[src/rtl/gmii_mdio_ctrl.sv]
// Clause-22 MDIO management master: serialises one read/write command into a
// 64-bit MDIO frame on a divided MDC clock and returns read data on completion.
module gmii_mdio_ctrl #(
  parameter int unsigned DIV = 25
) (
  input  logic        CLK,
  input  logic        ARST,
  input  logic        CMD_REQ,
  input  logic        CMD_RD,
  input  logic [4:0]  CMD_PHYAD,
  input  logic [4:0]  CMD_REGAD,
  input  logic [15:0] CMD_WDAT,
  output logic        CMD_ACK,
  output logic        BUSY,
  output logic [15:0] RD_DAT,
  output logic        RD_VALID,
  output logic        RD_ERR,
  output logic        MDC,
  input  logic        MDIOI,
  output logic        MDIOO,
  output logic        MDIOE
);

  typedef enum logic [1:0] {
    S_IDLE,
    S_FRAME,
    S_DONE
  } state_t;

  localparam logic [7:0] DIV_LAST = 8'(DIV - 1);

  state_t      state;
  logic [63:0] frame_q;
  logic [5:0]  bit_cnt;
  logic [7:0]  div_cnt;
  logic        rd_q;
  logic        gap_hi;
  logic        err_q;
  logic [15:0] shift_q;
  logic [63:0] new_frame;
  logic        div_end;

  // Preamble, ST, OP, PHYAD, REGAD, TA, DATA; a read never drives TA or DATA.
  assign new_frame = {32'hFFFF_FFFF, 2'b01, (CMD_RD ? 2'b10 : 2'b01),
                      CMD_PHYAD, CMD_REGAD, 2'b10, CMD_WDAT};
  assign div_end   = (div_cnt == DIV_LAST);

  // NOTE: every state register below uses <= so all updates on one edge see
  // the pre-edge values, independent of statement order.
  always_ff @(posedge CLK or posedge ARST) begin
    if (ARST) begin
      state    <= S_IDLE;
      frame_q  <= '0;
      bit_cnt  <= '0;
      div_cnt  <= '0;
      rd_q     <= 1'b0;
      gap_hi   <= 1'b0;
      err_q    <= 1'b0;
      shift_q  <= '0;
      CMD_ACK  <= 1'b0;
      BUSY     <= 1'b0;
      RD_DAT   <= '0;
      RD_VALID <= 1'b0;
      RD_ERR   <= 1'b0;
      MDC      <= 1'b0;
      MDIOO    <= 1'b0;
      MDIOE    <= 1'b0;
    end else begin
      CMD_ACK  <= 1'b0;
      RD_VALID <= 1'b0;
      case (state)
        S_IDLE: begin
          if (CMD_REQ) begin
            state   <= S_FRAME;
            CMD_ACK <= 1'b1;
            BUSY    <= 1'b1;
            rd_q    <= CMD_RD;
            bit_cnt <= '0;
            div_cnt <= '0;
            err_q   <= 1'b0;
            shift_q <= '0;
            MDC     <= 1'b0;
            MDIOE   <= 1'b1;
            MDIOO   <= new_frame[63];
            frame_q <= {new_frame[62:0], 1'b0};
          end
        end

        S_FRAME: begin
          if (!div_end) begin
            div_cnt <= div_cnt + 8'd1;
          end else begin
            div_cnt <= '0;
            if (!MDC) begin
              // Rising MDC: mid-bit, where the PHY's data is stable.
              MDC <= 1'b1;
              if (rd_q && bit_cnt >= 6'd47) begin
                if (bit_cnt == 6'd47) err_q <= MDIOI;
                else                  shift_q <= {shift_q[14:0], MDIOI};
              end
            end else begin
              MDC <= 1'b0;
              if (bit_cnt == 6'd63) begin
                state  <= S_DONE;
                gap_hi <= 1'b0;
                MDIOE  <= 1'b0;
                MDIOO  <= 1'b0;
              end else begin
                bit_cnt <= bit_cnt + 6'd1;
                frame_q <= {frame_q[62:0], 1'b0};
                // The PHY owns the pin from bit 46 of a read onwards.
                if (rd_q && bit_cnt >= 6'd45) begin
                  MDIOE <= 1'b0;
                  MDIOO <= 1'b0;
                end else begin
                  MDIOE <= 1'b1;
                  MDIOO <= frame_q[63];
                end
              end
            end
          end
        end

        S_DONE: begin
          if (!div_end) begin
            div_cnt <= div_cnt + 8'd1;
          end else begin
            div_cnt <= '0;
            if (!gap_hi) begin
              gap_hi <= 1'b1;
            end else begin
              state  <= S_IDLE;
              BUSY   <= 1'b0;
              gap_hi <= 1'b0;
              if (rd_q) begin
                RD_DAT   <= shift_q;
                RD_ERR   <= err_q;
                RD_VALID <= 1'b1;
              end
            end
          end
        end

        default: state <= S_IDLE;
      endcase
    end
  end

endmodule
[config.mk]
export PLATFORM = sky130hd
export DESIGN_NAME = gmii_mdio_ctrl
export DESIGN_NICKNAME = d
export VERILOG_FILES = /design/src/rtl/gmii_mdio_ctrl.sv
export SDC_FILE = /design/constraint.sdc
export NUM_CORES = 1
export LEC_CHECK = 0
export ABC_AREA = 1
export BUFFER_PORTS_ARGS = -buffer_cell sky130_fd_sc_hd__buf_4
export CORE_ASPECT_RATIO = 0.9
export CORE_MARGIN = 4
export CORE_UTILIZATION = 41
export DETAILED_ROUTE_END_ITERATION = 10
export GPL_ROUTABILITY_DRIVEN = 0
export SYNTH_ARGS = -nofsm -noshare
export SYNTH_HDL_FRONTEND = slang
export SYNTH_SLANG_ARGS = --single-unit
[constraint.sdc]
create_clock -name CLK -period 4.1 [get_ports CLK]
set_clock_uncertainty 0.2 [all_clocks]
set_input_delay 0.205 -clock CLK [delete_from_list [all_inputs] [get_ports CLK]]
set_output_delay 0.205 -clock CLK [all_outputs]
set_load 0.03 [all_outputs]
== After elaboration in Yosys (flattened, before gate mapping) ==
Cells that the tools add are included.

* Flip-flop bits (word level): 122
* Latch bits: 0
* Memory bits (writable): 0
* Bits in read-only memories: 0
* Input port bits: 31
* Logic and storage cells: 117
* Memories kept: 0

* $add $sub $neg: 2
* Multiply operators: 0
* Div/mod/pow operators: 0
* Magnitude comparators: 2
* Eq/ne operators: 16
* Shift operators: 0
* Muxes and demuxes: 62
* Bitwise logic cells: 0
* Reduce and logical (&&, ||, !) cells: 19

{| class="wikitable"
|+ Operators with widths
! kind !! count
|-
| $mux W64 || 4
|-
| $pmux W64 S2 || 1
|-
| $mux W16 || 5
|-
| $pmux W16 S2 || 1
|-
| $mux W1 || 29
|-
| $mux W6 || 4
|-
| $ne A2 B2 Y1 const B || 11
|-
| $reduce_and A6 Y1 || 3
|-
| $mux W8 || 2
|-
| $pmux W8 S2 || 1
|-
| $mux W2 || 7
|-
| $eq A6 B6 Y1 const B || 2
|-
| $ge A6 B6 Y1 const B || 2
|-
| $pmux W1 S2 || 6
|-
| $pmux W6 S2 || 1
|-
| $reduce_and A4 Y1 || 3
|-
| $reduce_and A5 Y1 || 2
|-
| $add A8 B1 Y8 const B || 1
|-
| $eq A8 B5 Y1 const B || 1
|-
| $reduce_bool A2 Y1 || 4
|-
| $add A6 B1 Y6 const B || 1
|-
| $pmux W2 S3 || 1
|-
| $reduce_and A2 Y1 || 2
|-
| $reduce_and A3 Y1 || 1
|-
| 5 further kinds || 6
|}

== Depth between registers and ports, before layout ==
Gate-level depths: netlist (run 1).

* Depth after elaboration: 7
* Mapped depth: 12
* Mapped depth without buffers: 10

== Least setup slack after synthesis (run 1) ==
OpenSTA, ideal clock, no wires.

* Path kind: register to register
* Start: register bit_cnt[0]
* End: register frame_q[29]
* Setup time: 65 ps
* Data arrival time: 1608 ps
* Data required time: 3835 ps
* Path slack: 2227 ps
* Stages on the path, launching flop included: 11
* Clock period less this slack: 1873 ps
* Path through: dfrtp_1 -> ha_1 -> nand3_1 -> nor2_1 -> o21ai_1 -> inv_2 -> nor2_2 -> buf_6 -> buf_6 -> nand2_1 -> nand2_1

* Longest elaborated chain between the ends: 3

{| class="wikitable"
|+ Ends and longest elaborated chain
! element !! line !! text
|-
| from (decl) || 34 || <nowiki>logic [5:0] bit_cnt;</nowiki>
|-
| from (signal assigned) || 109 || <nowiki>bit_cnt <= bit_cnt + 6'd1;</nowiki>
|-
| $eq A6 B6 Y1 || 103 || <nowiki>if (bit_cnt == 6'd63) begin</nowiki>
|-
| $ne A2 B2 Y1 (no line) || n/a ||
|-
| $reduce_and A5 Y1 (no line) || n/a ||
|-
| to (signal assigned) || 85 || <nowiki>frame_q <= {new_frame[62:0], 1'b0};</nowiki>
|-
| to (signal assigned) || 110 || <nowiki>frame_q <= {frame_q[62:0], 1'b0};</nowiki>
|-
| to (decl) || 33 || <nowiki>logic [63:0] frame_q;</nowiki>
|}

Every way passes these cells.
A chain may end at the register's enable or synchronous reset.

== Worst setup path in the final report (run 1) ==
* Start: register state[1]
* End: register shift_q[8]

* Longest elaborated chain between the ends: 3

{| class="wikitable"
|+ Ends and longest elaborated chain
! element !! line !! text
|-
| from (decl) || 32 || <nowiki>state_t state;</nowiki>
|-
| from (signal assigned) || 52 || <nowiki>state <= S_IDLE;</nowiki>
|-
| from (signal assigned) || 74 || <nowiki>state <= S_FRAME;</nowiki>
|-
| from (signal assigned) || 104 || <nowiki>state <= S_DONE;</nowiki>
|-
| $eq A2 B1 Y1 or $logic_not A2 Y1 (tied branches) || 71 || <nowiki>case (state)</nowiki>
|-
| $ne A2 B2 Y1 (no line) or $reduce_bool A2 Y1 (tied branches) || n/a ||
|-
| $reduce_and A6 Y1 (no line) || n/a ||
|-
| to (signal assigned) || 99 || <nowiki>else shift_q <= {shift_q[14:0], MDIOI};</nowiki>
|-
| to (decl) || 39 || <nowiki>logic [15:0] shift_q;</nowiki>
|}

Parallel ways exist; a longest one is shown, timed or not.

==> metrics, run 1 <==
Comb pwr share=37.3%; RSZ-0062 raised after global routing=no; maximum VDD drop=554.1 uV; Synth Warn #=0; final setup vio count=0; Sum Neg Setup Slack=0 ns; routed len/inst=11.71 um; drt pass-1 iters=4; DR vias=4692; Rows=40; initial antenna violation count=0; Crit path required time=4.22 ns; first-pass GRT wire length=21070 um; final clock period utilization by the worst path=71.09%; Crit Path Max Fanout=68; Area Overhead vs Synth=25.24%; async set-or-reset flop fraction in the synthesized netlist=100.0%; clock network power share=29.7%; drt drc=0; Worst-path clk slew=0.05 ns; Worst Hold Class=flop to flop; Core Region=13510 um2; worst-case clock buffer depth=2; Finished Layout Cells=997; syn avg cell area=7.727 um2; CTS resizes=0; largest net degree at the start of global routing=88; IO buf count=53; Avg Vias per Cell=4.706; DIE AREA=15920 um2; Worst setup SP type=flop; Setup WS post-layout=1.185 ns; Die H=120.1 um; fmax=0.3431 GHz; CTS tree=yes; Mapped Area=5725 um2; DIE WIDTH=132.6 um; max-cap viol count=0; Core Util, Final=53.06%; Synth Instances=741; io pins=54; Flop pwr share=33.0%; Post-synth EDFFs=0; most common cell after layout, fill and taps aside=nand2_1; drt total wl=11680 um; dpl ws=1.192 ns; Psw=2.095 mW; Leak Pwr=3.814 nW; layout cell share with drive strength beyond 1=16.04%; H-tree Lvls=4; CP Data Arrival Time=3.03 ns; Starting Density=42.37%; max_slew headroom=29.63%; critical path class=flop to flop; met1 Use GR=20.72%; status=finished clean; Switching Share=37.81%; placed cell count=936; antenna-violating nets left=0; final HPWL from detailed placement=7013 um; clock latency on the worst-skew pair=0.41 ns; P_int=3.445 mW; Slew Viols, Final=0; Synthesized Nets=780; DRC marker count from the first detailed-route iteration=274; crit path capture type=flop; nets@finish=856; Post-CTS Setup Inserts=0; # clock sinks=121; Yosys cell types=28; PwrDens=772.5 nW/um2; vias in the first global route=4646; diode count=0; Period minus WS final=2.915 ns; met3 Use GR=4.862%; Worst-Margin Slew=1.055 ns; met2 Track Usage GR=25.67%; Num CTS Buffers=17; gr busiest metal=met2; endpoints failing hold=0; commonest non-fill, non-tap cells in the layout=nand2_1, dfrtp_1, buf_4; post-synthesis sequential area ratio=52.88%; Synth Flop Type=dfrtp_1; total gr overflow=0; CTS Hold Bufs=30; Clock Tree Root=clkbuf_16; total track usage=15.96%; Seq cells post-synth=121
-- sequential cells by signal (all words and copies together), names as in the netlist, 2 cells and up --
name     count
RD_DAT      16
state        2
div_cnt      8
shift_q     16
frame_q     63
bit_cnt      6
-- critical path, cell delays in order (launching register included) --
cell and delay (ns):
dfrtp_1 0.40, inv_1 0.09, ha_2 0.54, inv_2 0.07, buf_4 0.33, a31oi_1 0.22, nor2_1 0.06, nand2_1 0.67
nand2_1 0.11, o21ai_1 0.11
-- synthesized netlist by cell type, drive strengths merged, types with 3 or more instances --
cell type,n,area [um2]
nand2,414,1557
nor2,28,110.1
a21oi,7,35.03
nor3,3,15.01
xor2,5,43.79
dfrtp,121,3028
nand3,16,90.09
nand4,3,18.77
ha,8,100.1
or2,33,206.5
inv,33,123.9
clkbuf,12,45.04
buf,20,138.9
o21ai,32,160.1
-- power groups by stage --
stage	sequential [mW]	combinational (mW)	clock (mW)
2_1_floorplan	1.82	1.66	0
3_3_place_gp	1.82	2.01	0
3_5_place_dp	1.84	2.06	0
4_1_cts	1.83	2.10	1.69
5_1_grt	1.87	2.41	1.73
6_report	1.83	2.07	1.65
-- area by class of cell --
| type | instances | area, um2 |
|---|---|---|
| Multi-Input combinational cell | 555 | 2397 |
| Inverter | 33 | 126.4 |
| Tap cell | 168 | 210.2 |
| Fill cell | 1231 | 6342 |
| Clock buffer | 23 | 488.0 |
| Sequential cell | 121 | 3028 |
| Timing Repair Buffer | 89 | 755.7 |
| Clock inverter | 8 | 165.2 |
-- layer usage --
metal,wire length [um],vias to the layer above
met5,0,-
li1,-,2422
met1,5772,2192
met3,420,12
met4,153,0
met2,5331,66
-- cells by family (layout without fill, tap and decap cells) --
kind of cell             Yosys count  after routing  synth area share, %
buffers and inverters             65            153                5.376
AND/OR/NAND/NOR                  498            498                34.99
AO/OA/AOI/OAI                     43             43                4.087
flip-flops                       121            121                52.88
XOR/XNOR                           6              6               0.9178
adder cells (fa/ha/maj)            8              8                1.748
-- final timing paths --
path,from,endpoint,slack [ns],cells past startpoint
max,state[1]$_DFFE_PP0P_,shift_q[8]$_DFFE_PP0P_,1.19,9
min,frame_q[59]$_DFFE_PP0P_,frame_q[59]$_DFFE_PP0P_,0.26,2
max reg2reg,state[1]$_DFFE_PP0P_,shift_q[8]$_DFFE_PP0P_,1.19,9
min reg2reg,frame_q[59]$_DFFE_PP0P_,frame_q[59]$_DFFE_PP0P_,0.26,2
max in group asynchronous,ARST,frame_q[12]$_DFFE_PP0P_,2.18,4
min in group asynchronous,ARST,RD_DAT[2]$_DFFE_PP0P_,0.44,3
-- per-stage QoR --
step,hold WS [ns],instance area (um2),power [mW]
final,0.2606,7171,5.540
after global routing,0.2839,7171,6.022
after CTS,0.2643,7171,5.616
after detailed placement,0.2510,6217,3.905
after global placement,0.2463,6217,3.833
after floorplan,0.1409,5725,3.488
Note: power is estimated with default switching activity, not from simulation.
==> run 2: changes to the inputs <==
==> constraint.sdc (replaced) <==
create_clock -name CLK -period 2.5 [get_ports CLK]
set_clock_uncertainty 0.2 [all_clocks]
set_input_delay 0.125 -clock CLK [delete_from_list [all_inputs] [get_ports CLK]]
set_output_delay 0.125 -clock CLK [all_outputs]
set_load 0.03 [all_outputs]
==> run 2 against run 1 <==
  * Cell count up 0.70%
  * Global-route usage about the same
  * Die area unchanged
  * Non-clock buffer count up 6
  * Largest cell class unchanged
  * Largest power group unchanged
==> metrics, run 2 (synthesis gave the netlist of run 1 again) <==
DRC marker count from the first detailed-route iteration=250; critical path class=flop to flop; DIE WIDTH=132.6 um; Area Overhead vs Synth=25.24%; Crit Path Max Fanout=9; status=finished clean; antenna-violating nets left=0; Worst-Margin Slew=0.6219 ns; DIE AREA=15920 um2; Starting Density=42.37%; Leak Pwr=3.815 nW; total gr overflow=0; fmax=0.4771 GHz; largest registers=frame_q (63), RD_DAT (16), shift_q (16); layout cell share with drive strength beyond 1=16.75%; final HPWL from detailed placement=7301 um; RSZ-0062 raised after global routing=no; Finished Layout Cells=1004; DR vias=4649; CP Data Arrival Time=2.18 ns; Avg Vias per Cell=4.630; commonest non-fill, non-tap cells in the layout=nand2_1, dfrtp_1, buf_4; H-tree Lvls=4; drt drc=0; PwrDens=1224 nW/um2; final total power=8.779 mW; initial antenna violation count=0; diode count=0; drt total wl=11810 um; Core Region=13510 um2; # clock sinks=121; dpl ws=0.4364 ns; largest net degree at the start of global routing=70; max_slew headroom=58.45%; Worst-path clk slew=0.05 ns; drt pass-1 iters=4; Reg with most FFs=frame_q; Slew Viols, Final=0; clock latency on the worst-skew pair=0.41 ns; Num CTS Buffers=17; crit path capture type=flop; total track usage=15.93%; max-cap viol count=0; routed len/inst=11.76 um; Period minus WS final=2.096 ns; first-pass GRT wire length=20860 um; Die H=120.1 um; endpoints failing hold=0; reg2reg path depth=6; gr busiest metal=met2; Setup WS post-layout=0.4042 ns; fillers=1253; vias in the first global route=4580; Clock Tree Root=clkbuf_16; CTS tree=yes; placed cell count=942; Worst setup SP type=flop; Worst Hold Class=input port to asynchronous set/reset pin; Largest register FFs=63; Crit path required time=2.59 ns; most common cell after layout, fill and taps aside=nand2_1; io pins=54; met1 Use GR=20.00%; worst-case clock buffer depth=2; final setup vio count=0; maximum VDD drop=661.8 uV; final clock period utilization by the worst path=83.83%; met3 Use GR=5.658%; Rows=40; IO buf count=53; Sum Neg Setup Slack=0 ns; nets@finish=862; met2 Track Usage GR=26.08%
==> run 2: layout make-up <==
type                       instances  area, um2  area share, %
sequential                       121       3028          42.23
inverter                          33      127.6          1.780
multi-input combinational        555       2397          33.43
timing repair buffer              95      838.3          11.69
clock inverter                     8      67.56         0.9422
clock buffer                      24      501.7          6.997
tap                              168      210.2          2.931
==> run 2: metal layers <==
metal,wire length [um],part of all wire [%]
met5,0,0
met4,121,1.0
met3,527,4.5
met2,5457,46
met1,5702,48
==> run 2: through the flow <==
stage	hold slack (ns)	utilization, %	cell area [um2]
global placement	0.04220	46.63	6301
detailed placement	0.04064	46.63	6301
floorplan	0.06091	-	5729
global route	0.1979	53.06	7171
CTS	0.1599	53.06	7171
finish	0.1585	53.06	7171
==> run 2: path summary, 6_finish.rpt <==
| kind | from | end | slack, ns |
|---|---|---|---|
| worst max register to register | state[0]$_DFFE_PP0P_ | div_cnt[4]$_DFFE_PP0P_ | 0.40 |
| worst max-delay path | state[0]$_DFFE_PP0P_ | div_cnt[4]$_DFFE_PP0P_ | 0.40 |
| max in group asynchronous | ARST | frame_q[46]$_DFFE_PP0P_ | 1.27 |
| min in group CLK | frame_q[53]$_DFFE_PP0P_ | frame_q[53]$_DFFE_PP0P_ | 0.26 |
| worst min-delay path | ARST | div_cnt[7]$_DFFE_PP0P_ | 0.16 |
| worst min register to register | frame_q[53]$_DFFE_PP0P_ | frame_q[53]$_DFFE_PP0P_ | 0.26 |
==> run 2: worst max-delay path, stage by stage, from the launching register on <==
cell,delay [ns]
dfrtp_1,0.38
inv_1,0.08
ha_1,0.35
o21ai_0,0.47
inv_1,0.27
a21oi_1,0.18
nor3_1,0.06
==> run 2: timing repair <==
action | CTS | global route
resized for setup | 0 | 0
endpoints found under the hold margin | 57 | 0
hold buffers | 30 | 0
buffers inserted | 0 | 0
==> run 2: power breakdown <==
part	internal [mW]	switching, mW	leakage [nW]	total [mW]
registers	2.63	0.348	1.55	2.98
logic	1.22	2.27	1.98	3.49
clock network	1.49	0.820	0.286	2.31
total	5.34	3.44	3.82	8.78
==> run 3: changes to the inputs <==
--- a/config.mk
+++ b/config.mk
@@ -5,7 +5,7 @@
 export SDC_FILE = /design/constraint.sdc
 export NUM_CORES = 1
 export LEC_CHECK = 0
-export ABC_AREA = 1
+export ABC_AREA = 0
 export BUFFER_PORTS_ARGS = -buffer_cell sky130_fd_sc_hd__buf_4
 export CORE_ASPECT_RATIO = 0.9
 export CORE_MARGIN = 4
==> constraint.sdc (replaced) <==
create_clock -name CLK -period 1.8 [get_ports CLK]
set_clock_uncertainty 0.2 [all_clocks]
set_input_delay 0.09 -clock CLK [delete_from_list [all_inputs] [get_ports CLK]]
set_output_delay 0.09 -clock CLK [all_outputs]
set_load 0.03 [all_outputs]
==> run 3 against run 2 <==
  * The run now ends with negative setup slack left
  * Synthesized cell count shrank 43%
  * Critical endpoint is now frame_q[60]$_DFFE_PP0P_
  * Global-route usage increased by 2.1 points
  * Critical path type unchanged
  * Non-clock buffer count increased by 69
  * Routed wire length grew 9.4%
  * Sequential power grew 13%
  * Register-to-register slack got worse by 0.61 ns
  * Setup slack got worse by 0.61 ns
==> metrics, run 3 <==
total track usage=18.05%; layout cell share with drive strength beyond 1=41.48%; final HPWL from detailed placement=7790 um; post-synthesis sequential area ratio=57.04%; antenna-violating nets left=0; mux contribution to synthesized area=6.175%; Worst Setup SP=div_cnt[1]$_DFFE_PP0P_; vias in the first global route=4342; Clock Tree Root=clkbuf_16; io pins=54; Worst setup SP type=flop; Post-synth EDFFs=0; Area Overhead vs Synth=46.78%; RSZ-0062 raised after global routing=yes; synth cell count leaders=dfrtp_1, o22a_1, o22ai_1; Die H=116.0 um; clock network power share=31.8%; crit path to=frame_q[60]$_DFFE_PP0P_; Crit path required time=1.89 ns; most common cell after layout, fill and taps aside=dfrtp_1; Sum Neg Setup Slack=-15.87 ns; total gr overflow=0; status=complete, but fails checks; Synthesized Nets=465; failing checks=negative setup slack; Slew Viols, Final=0; clock latency on the worst-skew pair=0.41 ns; area leader, netlist=dfrtp_1; worst flop-to-flop path startpoint=div_cnt[1]$_DFFE_PP0P_; drt drc=0; Starting Density=41.84%; post-synthesis compound-gate area fraction=21.66%; async set-or-reset flop fraction in the synthesized netlist=100.0%; drt total wl=12920 um; Synth Instances=426; reg2reg setup slack=-0.20 ns; Mapped Area=5309 um2; DR vias=4126; largest family of logic cells by synthesized area=compound AO/OA/AOI/OAI gates; Worst-Margin Slew=0.4642 ns; routed len/inst=17.07 um; Worst-path clk slew=0.06 ns; slowest library cell on the worst path=dfrtp_1; Comb pwr share=36.4%; Avg Vias per Cell=5.450; Synth Flop Type=dfrtp_1; Psw=3.452 mW; syn avg cell area=12.46 um2; max-cap viol count=0; Worst Hold Class=input port to asynchronous set/reset pin; # clock sinks=121; drt pass-1 iters=4; largest registers=frame_q (63), RD_DAT (16), shift_q (16); uppermost layer routed=met4; Num CTS Buffers=17; crit path capture type=flop; IO buf count=53; Reg with most FFs=frame_q; Switching Share=32.45%; Setup WS post-layout=-0.2008 ns; Yosys top cell area share=57.04%; commonest non-fill, non-tap cells in the layout=dfrtp_1, buf_4, o22a_1; post-synthesis simple-gate area fraction=7.754%; Seq cells post-synth=121; final clock period utilization by the worst path=111.2%; P_int=7.184 mW; Placed Area=6466 um2; Flop pwr share=31.8%; endpoints failing hold=0; DRC marker count from the first detailed-route iteration=267; post-route cell area=7792 um2; max_slew headroom=68.99%; Core Region=12690 um2; post-synthesis xor/xnor area fraction=0.8249%; DIE AREA=14840 um2; largest net degree at the start of global routing=50; initial antenna violation count=0; CP Data Arrival Time=2.09 ns; Rows=39; Yosys cell types=61; placed cell count=679; nets@finish=619; CP Cell Sequence=inv_2 > ha_4 > and4bb_4 > nand2_4 > or3_4 > buf_12 > o22a_1; CTS tree=yes; synthesized-area fraction occupied by adder cells=1.885%; first-pass GRT wire length=21560 um; RR Endpoint=frame_q[60]$_DFFE_PP0P_; diode count=0; Finished Layout Cells=757; Period minus WS final=2.001 ns; met3 WL=497 um; fillers=994; PwrDens=1365 nW/um2; Crit Path Max Fanout=18; Hold Slack=0.06475 ns; DIE WIDTH=127.9 um; maximum VDD drop=897.0 uV; Slowest Stage Delay on Critical Path=0.38 ns; Leak Pwr=3.357 nW; final setup vio count=112; Synth area leaders=dfrtp_1, o22a_1, a2bb2oi_1, o22ai_1, a22o_1; Largest register FFs=63; H-tree Lvls=4; met1 wire length=5984 um; Synth Warn #=0; worst-case clock buffer depth=2; count leader, synth=dfrtp_1; fmax=0.4998 GHz; critical path class=flop to flop; met2 routed WL=6233 um; reg2reg path depth=7
## run 3: cells by family after synthesis
group / count (synthesis)
compound gates: 146
xor+xnor: 5
fa+ha+maj: 8
buf+inv: 48
flops: 121
mux: 27
simple gates: 71
## run 3: timing repair
item / in CTS / in global routing
pin swaps: 10 / 20
hold buffers: 30 / 0
setup endpoints to repair: 118 / 118
setup buffers: 7 / 7
gates cloned: 3 / 2
endpoints found under the hold margin: 156 / 0
resized for setup: 56 / 17
## run 3: metal layers
metal  vias to the layer above  GRT usage (%)
met3                        21          4.516
li1                       1941              -
met5                         -              0
met2                        97          28.44
met4                         0          5.587
met1                      2067          24.81
## run 3: stage by stage
stage	worst slack (ns)	util, %	power (mW)
detailed placement	-0.2285	50.97	6.601
finish	-0.2008	61.42	10.64
global placement	-0.2141	50.97	6.515
global route	-0.2905	61.42	11.18
CTS	-0.1887	60.41	10.64
floorplan	-0.3033	-	5.551
## run 3: area by class of cell
cell class | count | area (um2) | share of cell area, %
Clock inverter | 13 | 143.9 | 1.847
Tap cell | 164 | 205.2 | 2.633
Multi-Input combinational cell | 258 | 2346 | 30.11
Inverter | 18 | 77.57 | 0.9955
Timing Repair Buffer | 164 | 1538 | 19.73
Sequential cell | 121 | 3029 | 38.87
Clock buffer | 19 | 452.9 | 5.812
## run 3: worst max-delay path: cells and delay by family, from the launching register on
family	cells	cell delay [ns]
flops	1	0.38
compound gates	1	0.16
buf+inv	2	0.25
fa+ha+maj	1	0.13
simple gates	3	0.73
## run 3: worst min path at each step
stage	start	to	slack, ns
after CTS	ARST	state[1]$_DFFE_PP0P_	0.07
after global placement	ARST	state[0]$_DFFE_PP0P_	-0.06
final	ARST	state[1]$_DFFE_PP0P_	0.06
after global routing	ARST	frame_q[46]$_DFFE_PP0P_	0.11
after detailed placement	ARST	state[1]$_DFFE_PP0P_	-0.05
after floorplan	MDIOI	shift_q[0]$_DFFE_PP0P_	0.02
## run 3: power groups by stage
| stage | registers [mW] | clock network [mW] | logic (mW) |
|---|---|---|---|
| after floorplan | 3.38 | 0 | 2.17 |
| after global placement | 3.38 | 0 | 3.13 |
| after detailed placement | 3.40 | 0 | 3.20 |
| after CTS | 3.37 | 3.44 | 3.84 |
| after global routing | 3.42 | 3.57 | 4.19 |
| final | 3.38 | 3.39 | 3.87 |
